--- src/rtl/param_aggregator_pkg.sv ---
// Shared types for the runtime-configurable lane packer: lane/fetch-width types,
// FILL/HOLD state encoding and the count-to-lane-mask helper.
package param_aggregator_pkg;

    localparam int AGG_DATA_WIDTH = 8;
    localparam int AGG_MAX_FETCH  = 4;
    localparam int AGG_FW_BITS    = $clog2(AGG_MAX_FETCH + 1);
    localparam int AGG_LANE_BITS  = (AGG_MAX_FETCH > 1) ? $clog2(AGG_MAX_FETCH) : 1;

    typedef logic [AGG_LANE_BITS-1:0] lane_idx_t;
    typedef logic [AGG_FW_BITS-1:0]   fw_t;

    typedef enum logic {
        ST_FILL = 1'b0,
        ST_HOLD = 1'b1
    } agg_state_t;

    // Lanes below cnt are valid.
    function automatic logic [AGG_MAX_FETCH-1:0] count_mask(input fw_t cnt);
        logic [AGG_MAX_FETCH-1:0] m;
        for (int i = 0; i < AGG_MAX_FETCH; i++) begin
            m[i] = (fw_t'(i) < cnt);
        end
        return m;
    endfunction

endpackage

--- src/rtl/param_aggregator_if.sv ---
// Sender FIFO, wide receiver, configuration and flush signals of the aggregator.
// The aggregator uses the slave modport; its environment uses master.
interface param_aggregator_if #(
    parameter int DATA_WIDTH      = param_aggregator_pkg::AGG_DATA_WIDTH,
    parameter int MAX_FETCH_WIDTH = param_aggregator_pkg::AGG_MAX_FETCH,
    parameter int FW_BITS         = $clog2(MAX_FETCH_WIDTH + 1)
);
    logic [DATA_WIDTH-1:0]                 sender_data;
    logic                                  sender_empty_n;
    logic                                  sender_deq;
    logic [MAX_FETCH_WIDTH*DATA_WIDTH-1:0] receiver_data;
    logic [MAX_FETCH_WIDTH-1:0]            receiver_mask;
    logic                                  receiver_full_n;
    logic                                  receiver_enq;
    logic                                  cfg_load;
    logic [FW_BITS-1:0]                    cfg_fetch_width;
    logic                                  cfg_err;
    logic                                  flush;
    logic                                  busy;

    modport slave (
        input  sender_data, sender_empty_n, receiver_full_n,
        input  cfg_load, cfg_fetch_width, flush,
        output sender_deq, receiver_data, receiver_mask, receiver_enq,
        output cfg_err, busy
    );

    modport master (
        output sender_data, sender_empty_n, receiver_full_n,
        output cfg_load, cfg_fetch_width, flush,
        input  sender_deq, receiver_data, receiver_mask, receiver_enq,
        input  cfg_err, busy
    );
endinterface

--- src/rtl/param_aggregator_agg_out_stage.sv ---
// One-entry output register for the packed word with a valid/ready handshake.
// A load is only issued while slot_free_o is high, so held data never changes under backpressure.
module agg_out_stage #(
    parameter int WIDTH = 32,
    parameter int LANES = 4
) (
    input  logic             wclk,
    input  logic             wrst_n,
    input  logic             load_i,
    input  logic [WIDTH-1:0] load_data_i,
    input  logic [LANES-1:0] load_mask_i,
    input  logic             ready_i,
    output logic [WIDTH-1:0] data_o,
    output logic [LANES-1:0] mask_o,
    output logic             valid_o,
    output logic             slot_free_o,
    output logic             enq_o
);
    logic             valid_q, valid_d;
    logic [WIDTH-1:0] data_q, data_d;
    logic [LANES-1:0] mask_q, mask_d;

    assign enq_o       = valid_q && ready_i;
    assign slot_free_o = !valid_q || enq_o;
    assign valid_o     = valid_q;
    assign data_o      = data_q;
    assign mask_o      = mask_q;

    always_comb begin
        valid_d = valid_q;
        data_d  = data_q;
        mask_d  = mask_q;
        if (load_i) begin
            valid_d = 1'b1;
            data_d  = load_data_i;
            mask_d  = load_mask_i;
        end else if (enq_o) begin
            valid_d = 1'b0;
        end
    end

    always_ff @(posedge wclk) begin
        if (!wrst_n) begin
            valid_q <= 1'b0;
            data_q  <= '0;
            mask_q  <= '0;
        end else begin
            valid_q <= valid_d;
            data_q  <= data_d;
            mask_q  <= mask_d;
        end
    end
endmodule

--- src/rtl/param_aggregator.sv ---
// Packs 1..MAX_FETCH_WIDTH sender words into one wide receiver word, with runtime
// fetch-width changes at word boundaries and a flush that emits a partial word.
//
//   state   | meaning
//   --------+-----------------------------------------------------------------
//   ST_FILL | count < fw_active; accepting sender words, flush/cfg handled here
//   ST_HOLD | count == fw_active; full word waiting for the output slot
module param_aggregator
    import param_aggregator_pkg::*;
#(
    parameter int DATA_WIDTH        = AGG_DATA_WIDTH,
    parameter int MAX_FETCH_WIDTH   = AGG_MAX_FETCH,
    parameter int RESET_FETCH_WIDTH = 2,
    parameter int FW_BITS           = $clog2(MAX_FETCH_WIDTH + 1)
) (
    input  logic              wclk,
    input  logic              wrst_n,
    param_aggregator_if.slave bus
);
    localparam int W = MAX_FETCH_WIDTH * DATA_WIDTH;

    agg_state_t            state_q, state_d;
    logic [FW_BITS-1:0]    count_q, count_d;
    logic [FW_BITS-1:0]    fw_active_q, fw_active_d;
    logic [FW_BITS-1:0]    fw_pend_q, fw_pend_d;
    logic                  pend_valid_q, pend_valid_d;
    logic                  flush_pend_q, flush_pend_d;
    logic                  cfg_err_q, cfg_err_d;
    logic [DATA_WIDTH-1:0] acc_q [MAX_FETCH_WIDTH];
    logic [DATA_WIDTH-1:0] acc_d [MAX_FETCH_WIDTH];

    logic [FW_BITS-1:0]         cnt_inc;
    logic                       last_lane, below_last, cfg_ok;
    logic                       slot_free, out_valid, deq, out_load;
    logic [MAX_FETCH_WIDTH-1:0] load_mask;
    logic [W-1:0]               load_data;

    assign cnt_inc    = count_q + FW_BITS'(1);
    assign last_lane  = (cnt_inc == fw_active_q);
    assign below_last = (cnt_inc < fw_active_q);
    assign cfg_ok     = (bus.cfg_fetch_width != '0) &&
                        (bus.cfg_fetch_width <= FW_BITS'(MAX_FETCH_WIDTH));

    // A pending width change owns the cycle with count==0, which costs one bubble.
    assign deq = wrst_n && bus.sender_empty_n && (state_q == ST_FILL) && !flush_pend_q &&
                 !((count_q == '0) && pend_valid_q) && (below_last || slot_free);

    always_comb begin
        state_d      = state_q;
        count_d      = count_q;
        fw_active_d  = fw_active_q;
        fw_pend_d    = fw_pend_q;
        pend_valid_d = pend_valid_q;
        flush_pend_d = flush_pend_q;
        cfg_err_d    = 1'b0;
        out_load     = 1'b0;
        load_mask    = '0;
        acc_d        = acc_q;

        case (state_q)
            ST_FILL: begin
                if (deq) begin
                    acc_d[lane_idx_t'(count_q)] = bus.sender_data;
                    if (last_lane) begin
                        if (slot_free) begin
                            out_load  = 1'b1;
                            load_mask = count_mask(fw_active_q);
                            count_d   = '0;
                        end else begin
                            count_d = fw_active_q;
                            state_d = ST_HOLD;
                        end
                    end else begin
                        count_d = cnt_inc;
                    end
                end else if (flush_pend_q) begin
                    if (count_q == '0) begin
                        flush_pend_d = 1'b0;
                    end else if (slot_free) begin
                        out_load     = 1'b1;
                        load_mask    = count_mask(count_q);
                        count_d      = '0;
                        flush_pend_d = 1'b0;
                    end
                end else if (pend_valid_q && (count_q == '0)) begin
                    fw_active_d  = fw_pend_q;
                    pend_valid_d = 1'b0;
                end
            end
            ST_HOLD: begin
                if (slot_free) begin
                    out_load  = 1'b1;
                    load_mask = count_mask(fw_active_q);
                    count_d   = '0;
                    state_d   = ST_FILL;
                end
            end
            default: state_d = ST_FILL;
        endcase

        if (bus.flush) begin
            flush_pend_d = 1'b1;
        end
        // A new request issued in the same cycle as an apply becomes the next pending value.
        if (bus.cfg_load) begin
            if (cfg_ok) begin
                fw_pend_d    = bus.cfg_fetch_width;
                pend_valid_d = 1'b1;
            end else begin
                cfg_err_d = 1'b1;
            end
        end
    end

    // Lanes outside the mask go out as zero regardless of stale accumulator content.
    always_comb begin
        load_data = '0;
        for (int i = 0; i < MAX_FETCH_WIDTH; i++) begin
            if (load_mask[i]) begin
                load_data[i*DATA_WIDTH +: DATA_WIDTH] = acc_d[i];
            end
        end
    end

    always_ff @(posedge wclk) begin
        if (!wrst_n) begin
            state_q      <= ST_FILL;
            count_q      <= '0;
            fw_active_q  <= FW_BITS'(RESET_FETCH_WIDTH);
            fw_pend_q    <= '0;
            pend_valid_q <= 1'b0;
            flush_pend_q <= 1'b0;
            cfg_err_q    <= 1'b0;
            for (int i = 0; i < MAX_FETCH_WIDTH; i++) begin
                acc_q[i] <= '0;
            end
        end else begin
            state_q      <= state_d;
            count_q      <= count_d;
            fw_active_q  <= fw_active_d;
            fw_pend_q    <= fw_pend_d;
            pend_valid_q <= pend_valid_d;
            flush_pend_q <= flush_pend_d;
            cfg_err_q    <= cfg_err_d;
            acc_q        <= acc_d;
        end
    end

    agg_out_stage #(
        .WIDTH (W),
        .LANES (MAX_FETCH_WIDTH)
    ) u_out_stage (
        .wclk        (wclk),
        .wrst_n      (wrst_n),
        .load_i      (out_load),
        .load_data_i (load_data),
        .load_mask_i (load_mask),
        .ready_i     (bus.receiver_full_n),
        .data_o      (bus.receiver_data),
        .mask_o      (bus.receiver_mask),
        .valid_o     (out_valid),
        .slot_free_o (slot_free),
        .enq_o       (bus.receiver_enq)
    );

    assign bus.sender_deq = deq;
    assign bus.cfg_err    = cfg_err_q;
    assign bus.busy       = (count_q != '0) || out_valid || flush_pend_q || pend_valid_q;
endmodule

--- src/flat_wrapper.sv ---
// flat-port wrapper written by rule: the top's interface ports become plain ports
module param_aggregator_flat import param_aggregator_pkg::*;
#(
    parameter int DATA_WIDTH        = AGG_DATA_WIDTH,
    parameter int MAX_FETCH_WIDTH   = AGG_MAX_FETCH,
    parameter int RESET_FETCH_WIDTH = 2,
    parameter int FW_BITS           = $clog2(MAX_FETCH_WIDTH + 1)
)
  (wclk, wrst_n, bus_sender_data, bus_sender_empty_n, bus_receiver_full_n, bus_cfg_load, bus_cfg_fetch_width, bus_flush, bus_sender_deq, bus_receiver_data, bus_receiver_mask, bus_receiver_enq, bus_cfg_err, bus_busy);
  param_aggregator_if #(.DATA_WIDTH(DATA_WIDTH), .MAX_FETCH_WIDTH(MAX_FETCH_WIDTH), .FW_BITS(FW_BITS)) bus_i ();
  input  logic wclk;
  input  logic wrst_n;
  input wire logic [$bits(bus_i.sender_data)-1:0] bus_sender_data;
  input wire logic [$bits(bus_i.sender_empty_n)-1:0] bus_sender_empty_n;
  input wire logic [$bits(bus_i.receiver_full_n)-1:0] bus_receiver_full_n;
  input wire logic [$bits(bus_i.cfg_load)-1:0] bus_cfg_load;
  input wire logic [$bits(bus_i.cfg_fetch_width)-1:0] bus_cfg_fetch_width;
  input wire logic [$bits(bus_i.flush)-1:0] bus_flush;
  output wire logic [$bits(bus_i.sender_deq)-1:0] bus_sender_deq;
  output wire logic [$bits(bus_i.receiver_data)-1:0] bus_receiver_data;
  output wire logic [$bits(bus_i.receiver_mask)-1:0] bus_receiver_mask;
  output wire logic [$bits(bus_i.receiver_enq)-1:0] bus_receiver_enq;
  output wire logic [$bits(bus_i.cfg_err)-1:0] bus_cfg_err;
  output wire logic [$bits(bus_i.busy)-1:0] bus_busy;
  assign bus_i.sender_data = bus_sender_data;
  assign bus_i.sender_empty_n = bus_sender_empty_n;
  assign bus_i.receiver_full_n = bus_receiver_full_n;
  assign bus_i.cfg_load = bus_cfg_load;
  assign bus_i.cfg_fetch_width = bus_cfg_fetch_width;
  assign bus_i.flush = bus_flush;
  assign bus_sender_deq = bus_i.sender_deq;
  assign bus_receiver_data = bus_i.receiver_data;
  assign bus_receiver_mask = bus_i.receiver_mask;
  assign bus_receiver_enq = bus_i.receiver_enq;
  assign bus_cfg_err = bus_i.cfg_err;
  assign bus_busy = bus_i.busy;
  param_aggregator #(.DATA_WIDTH(DATA_WIDTH), .MAX_FETCH_WIDTH(MAX_FETCH_WIDTH), .RESET_FETCH_WIDTH(RESET_FETCH_WIDTH), .FW_BITS(FW_BITS)) u_core (.wclk(wclk), .wrst_n(wrst_n), .bus(bus_i));
endmodule
--- config.mk ---
export PLATFORM = sky130hd
export DESIGN_NAME = param_aggregator_flat
export DESIGN_NICKNAME = d
export VERILOG_FILES = /design/src/rtl/param_aggregator_pkg.sv /design/src/rtl/param_aggregator_if.sv /design/src/rtl/param_aggregator_agg_out_stage.sv /design/src/rtl/param_aggregator.sv /design/src/flat_wrapper.sv
export SDC_FILE = /design/constraint.sdc
export NUM_CORES = 1
export LEC_CHECK = 0
export ABC_CLOCK_PERIOD_IN_PS = 2900
export CORE_UTILIZATION = 35
export DETAILED_ROUTE_END_ITERATION = 8
export HOLD_SLACK_MARGIN = 0.15
export PLACE_DENSITY = 0.65
export SLEW_MARGIN = 20
export SYNTH_ARGS = -nofsm -noshare
export SYNTH_HDL_FRONTEND = slang
export SYNTH_SLANG_ARGS = --single-unit
--- constraint.sdc ---
create_clock -name wclk -period 2.9 [get_ports wclk]
set_clock_uncertainty 0.2 [all_clocks]
set_input_delay 0.58 -clock wclk [delete_from_list [all_inputs] [get_ports wclk]]
set_output_delay 0.58 -clock wclk [all_outputs]
set_load 0.005 [all_outputs]
==> flow_metrics.py, run 1 <==
metrics = {
    "outcome": {
        "status": "completed",
    },
    "power_and_ir_drop": {
        "clock_power_share_pct": 39.2,
        "intPower_mw": 1.64,
        "p_sw_share_pct": 25.5,
        "irDropWorstVdd_uv": 261,
        "p_leak_nw": 1.62,
        "p_per_area_mw_per_mm2": 492,
        "seqPwrFrac_pct": 52.4,
        "p_switching_mw": 0.559,
        "share_comb_of_total_power_pct": 8.4,
    },
    "logic_synthesis": {
        "ys_ff_latch": 82,
        "synth_largest_area_cell": "dfxtp_1",
        "synth_cell_types": 50,
        "async_reset_ff_share_pct": 0,
        "synth-edff-count": 0,
        "netlist_area_mm2": 0.00346,
        "yosysSeqAreaShare_pct": 47.5,
        "ys_top_cells_by_area": "dfxtp_1 47%, mux2i_1 9.3%, nand2_1 5.8%",
        "synthFlopType": "dfxtp_1",
        "yosysMostFrequentCell": "dfxtp_1",
        "ys_top_cells_by_count": "82 x dfxtp_1, 53 x nand2_1, 32 x mux2i_1, 32 x o21ai_1, 27 x nor2b_1",
        "yosysTopAreaCellShare_pct": 47.5,
        "yosysWarnings": 0,
        "syn_inst": 353,
        "synth_fp_nets": 377,
        "syn_area_per_cell_um2": 9.80,
    },
    "timing": {
        "setup_ws_ns": 0.0722,
        "hold_viol": 0,
        "fin_crit_ns": 2.83,
        "rsz0062_at_grt": "no",
        "fmax_mhz": 354,
        "fin_crit_sh_pct": 97.5,
        "maxSlewHeadroom_pct": 67.6,
        "finalSetupViolations": 0,
        "tightest_slew_ns": 0.482,
        "maxSlewViolCount": 0,
        "hold_ws_ns": 0.246,
    },
    "placement": {
        "hpwl_um": 5340,
        "place_ws_ns": -0.0551,
        "io_buffers": 56,
        "globalplace.congestion": 0.908,
    },
    "critical_path": {
        "slowest_stage": "or4_2",
        "cp_max_fo": 3,
        "ff2ff_path_depth": 9,
        "worstSetupEndpointType": "primary output",
        "crit_arrival_ns": 2.05,
        "crit_required_ns": 2.12,
        "cp-start-kind": "flip-flop",
        "critPathBufInv": 2,
        "crit_path_max_incr_delay_ns": 0.55,
        "crit_chain": "inv_2 -> ha_4 -> nand2b_1 -> or4_2 -> clkdlybuf4s50_1",
        "rr_startpoint": "u_core.count_q[0]$_SDFFE_PN0P_",
        "reg2reg_to": "u_core.u_out_stage.data_o[31]$_SDFFE_PN0P_",
        "cpLargestDelayFamily": "simple AND/OR/NAND/NOR gates",
        "crit_type": "reg2out",
        "r2r_slack_ns": 0.22,
    },
    "hold_path": {
        "hold_path_class": "reg2reg",
        "hp-start": "u_core.u_out_stage.mask_o[1]$_SDFFE_PN0P_",
        "hold_depth": 2,
        "hold_path_end": "u_core.u_out_stage.mask_o[1]$_SDFFE_PN0P_",
    },
    "floorplanning": {
        "ioPinCount": 57,
        "die_area_mm2": 0.0103,
        "fp.dieW_um": 101,
        "rows": 35,
        "fp.dieH_um": 101,
        "core_mm2": 0.00942,
        "initial_utilization_pct": 36.7,
    },
    "cells_and_area": {
        "nets": 450,
        "area_growth_pct": 28.9,
        "n_antenna_cell": 0,
        "layout-drive-gt1-share_pct": 15.3,
    },
    "detailed_routing": {
        "routedWlPerCell_um": 13.9,
        "drtPass1Iterations": 5,
        "vias": 2635,
        "postRouteAntennaNets": 0,
        "drc": 0,
        "drtIter0Drc": 112,
        "drt_wl_total_um": 7760,
        "viasPerCell": 4.71,
    },
    "clocking": {
        "clk_path_buf_depth": 2,
        "cts.sinks": 82,
        "clock_latency_ns": 0.36,
        "cts_tree": "done",
        "h-tree-depth": 3,
        "root_buffer": "clkbuf_8",
        "clk_pin_slew_ns": 0.09,
        "cts_buffers": 9,
        "ctsHoldBuffers": 0,
    },
    "global_route": {
        "grt_max_degree": 53,
        "grt_pass1_vias": 2598,
        "grt_pass1_wl_um": 12700,
        "track_usage_pct": 16.4,
        "overflow": 0,
        "antenna_found_initial": 0,
    },
    "run": {
        "max_cap_viol_count": 0,
    },
}
[through the flow]
stage	util [%]	setup TNS, ns	power (mW)	instances	instance area [um^2]
finish	47.4	0	2.20	560	4460
global route	47.4	0	2.29	560	4460
CTS	47.1	0	2.21	559	4440
detailed placement	44.4	-0.0551	1.35	540	4180
global placement	44.4	-0.0449	1.35	540	4180
floorplan	-	0	1.28	353	3460
[layer usage]
layer	wire length, um	part of all wire (%)	GRT usage [%]	up-vias
li1	-	-	-	1335
met1	3730	48	21.3	1220
met2	3600	46	26.5	64
met3	284	3.7	3.45	16
met4	151	1.9	6.69	0
met5	0	0	0	-
[layout by cell type, fill, tap and decap left out, types with 4 or more instances in the layout]
cell type / netlist / layout
nand3_1: 11 / 11
ha_1: 7 / 4
and2_1: 11 / 11
nor3b_2: 4 / 4
inv_1: 15 / 12
nor2b_1: 27 / 27
o21ai_1: 32 / 32
a21oi_1: 5 / 5
a21boi_0: 5 / 5
o21ai_0: 4 / 4
nand2_1: 53 / 53
clkbuf_8: 0 / 9
clkdlybuf4s50_1: 0 / 55
nor2_1: 6 / 5
buf_4: 2 / 22
a21boi_1: 4 / 4
mux2i_1: 32 / 32
dfxtp_1: 82 / 80
[sequential cells by signal, indices dropped and copies added (netlist names)]
register	flops
u_core.flush_pend_q	1
u_core.u_out_stage.mask_o	4
u_core.u_out_stage.data_o	32
u_core.fw_pend_q	3
u_core.state_q	1
u_core.count_q	3
u_core.acc_q	32
u_core.u_out_stage.valid_o	1
u_core.fw_active_q	3
u_core.bus.cfg_err	1
u_core.pend_valid_q	1
[worst max-delay path by stage]
stage / start / endpoint / cells past startpoint
3_5_place_dp: wrst_n / bus_sender_deq / 6
4_1_cts: u_core.count_q[0]$_SDFFE_PN0P_ / bus_busy / 5
2_1_floorplan: u_core.count_q[0]$_SDFFE_PN0P_ / bus_sender_deq / 8
6_report: u_core.count_q[0]$_SDFFE_PN0P_ / bus_busy / 5
5_1_grt: u_core.count_q[2]$_SDFFE_PN0P_ / bus_busy / 4
3_3_place_gp: wrst_n / bus_sender_deq / 6
[what timing repair did]
action                                 CTS  global route
pin swaps                                3             4
resized for setup                        7             8
buffers inserted                         3             1
setup endpoints to repair                2             2
endpoints found under the hold margin    0             0
[power by group through the flow]
stage          logic [mW]  registers (mW)  clock network [mW]
2_1_floorplan       0.106            1.18                   0
3_3_place_gp        0.173            1.18                   0
3_5_place_dp        0.175            1.18                   0
4_1_cts             0.183            1.15               0.877
5_1_grt             0.202            1.15               0.936
6_report            0.185            1.15               0.861
[worst min-delay path: stages (launching register included)]
cell	delay (ns)
dfxtp_1	0.32
nand2_1	0.05
nand2_1	0.04
[cells by family after synthesis]
logic type | count (synthesis) | share of synthesized area, %
buf+inv | 32 | 6.11
compound gates | 68 | 13.3
flops | 82 | 47.5
mux | 32 | 9.26
simple gates | 130 | 20.9
xor+xnor | 2 | 0.506
fa+ha+maj | 7 | 2.53
[final cells by class]
cell class / count / area [um^2]
Clock inverter: 6 / 73.8
Sequential cell: 82 / 1650
Inverter: 15 / 56.3
Clock buffer: 10 / 128
Timing Repair Buffer: 79 / 741
Multi-Input combinational cell: 239 / 1650
Tap cell: 129 / 161
Fill cell: 919 / 4950
(Power assumes the default switching activity.)
==> run 2: changes to the inputs <==
- CAP_MARGIN: default -> 10
- SLEW_MARGIN: 20 -> default
==> results of run 2 <==
The final DEF is identical to that of run 1; final timing and power are the same.
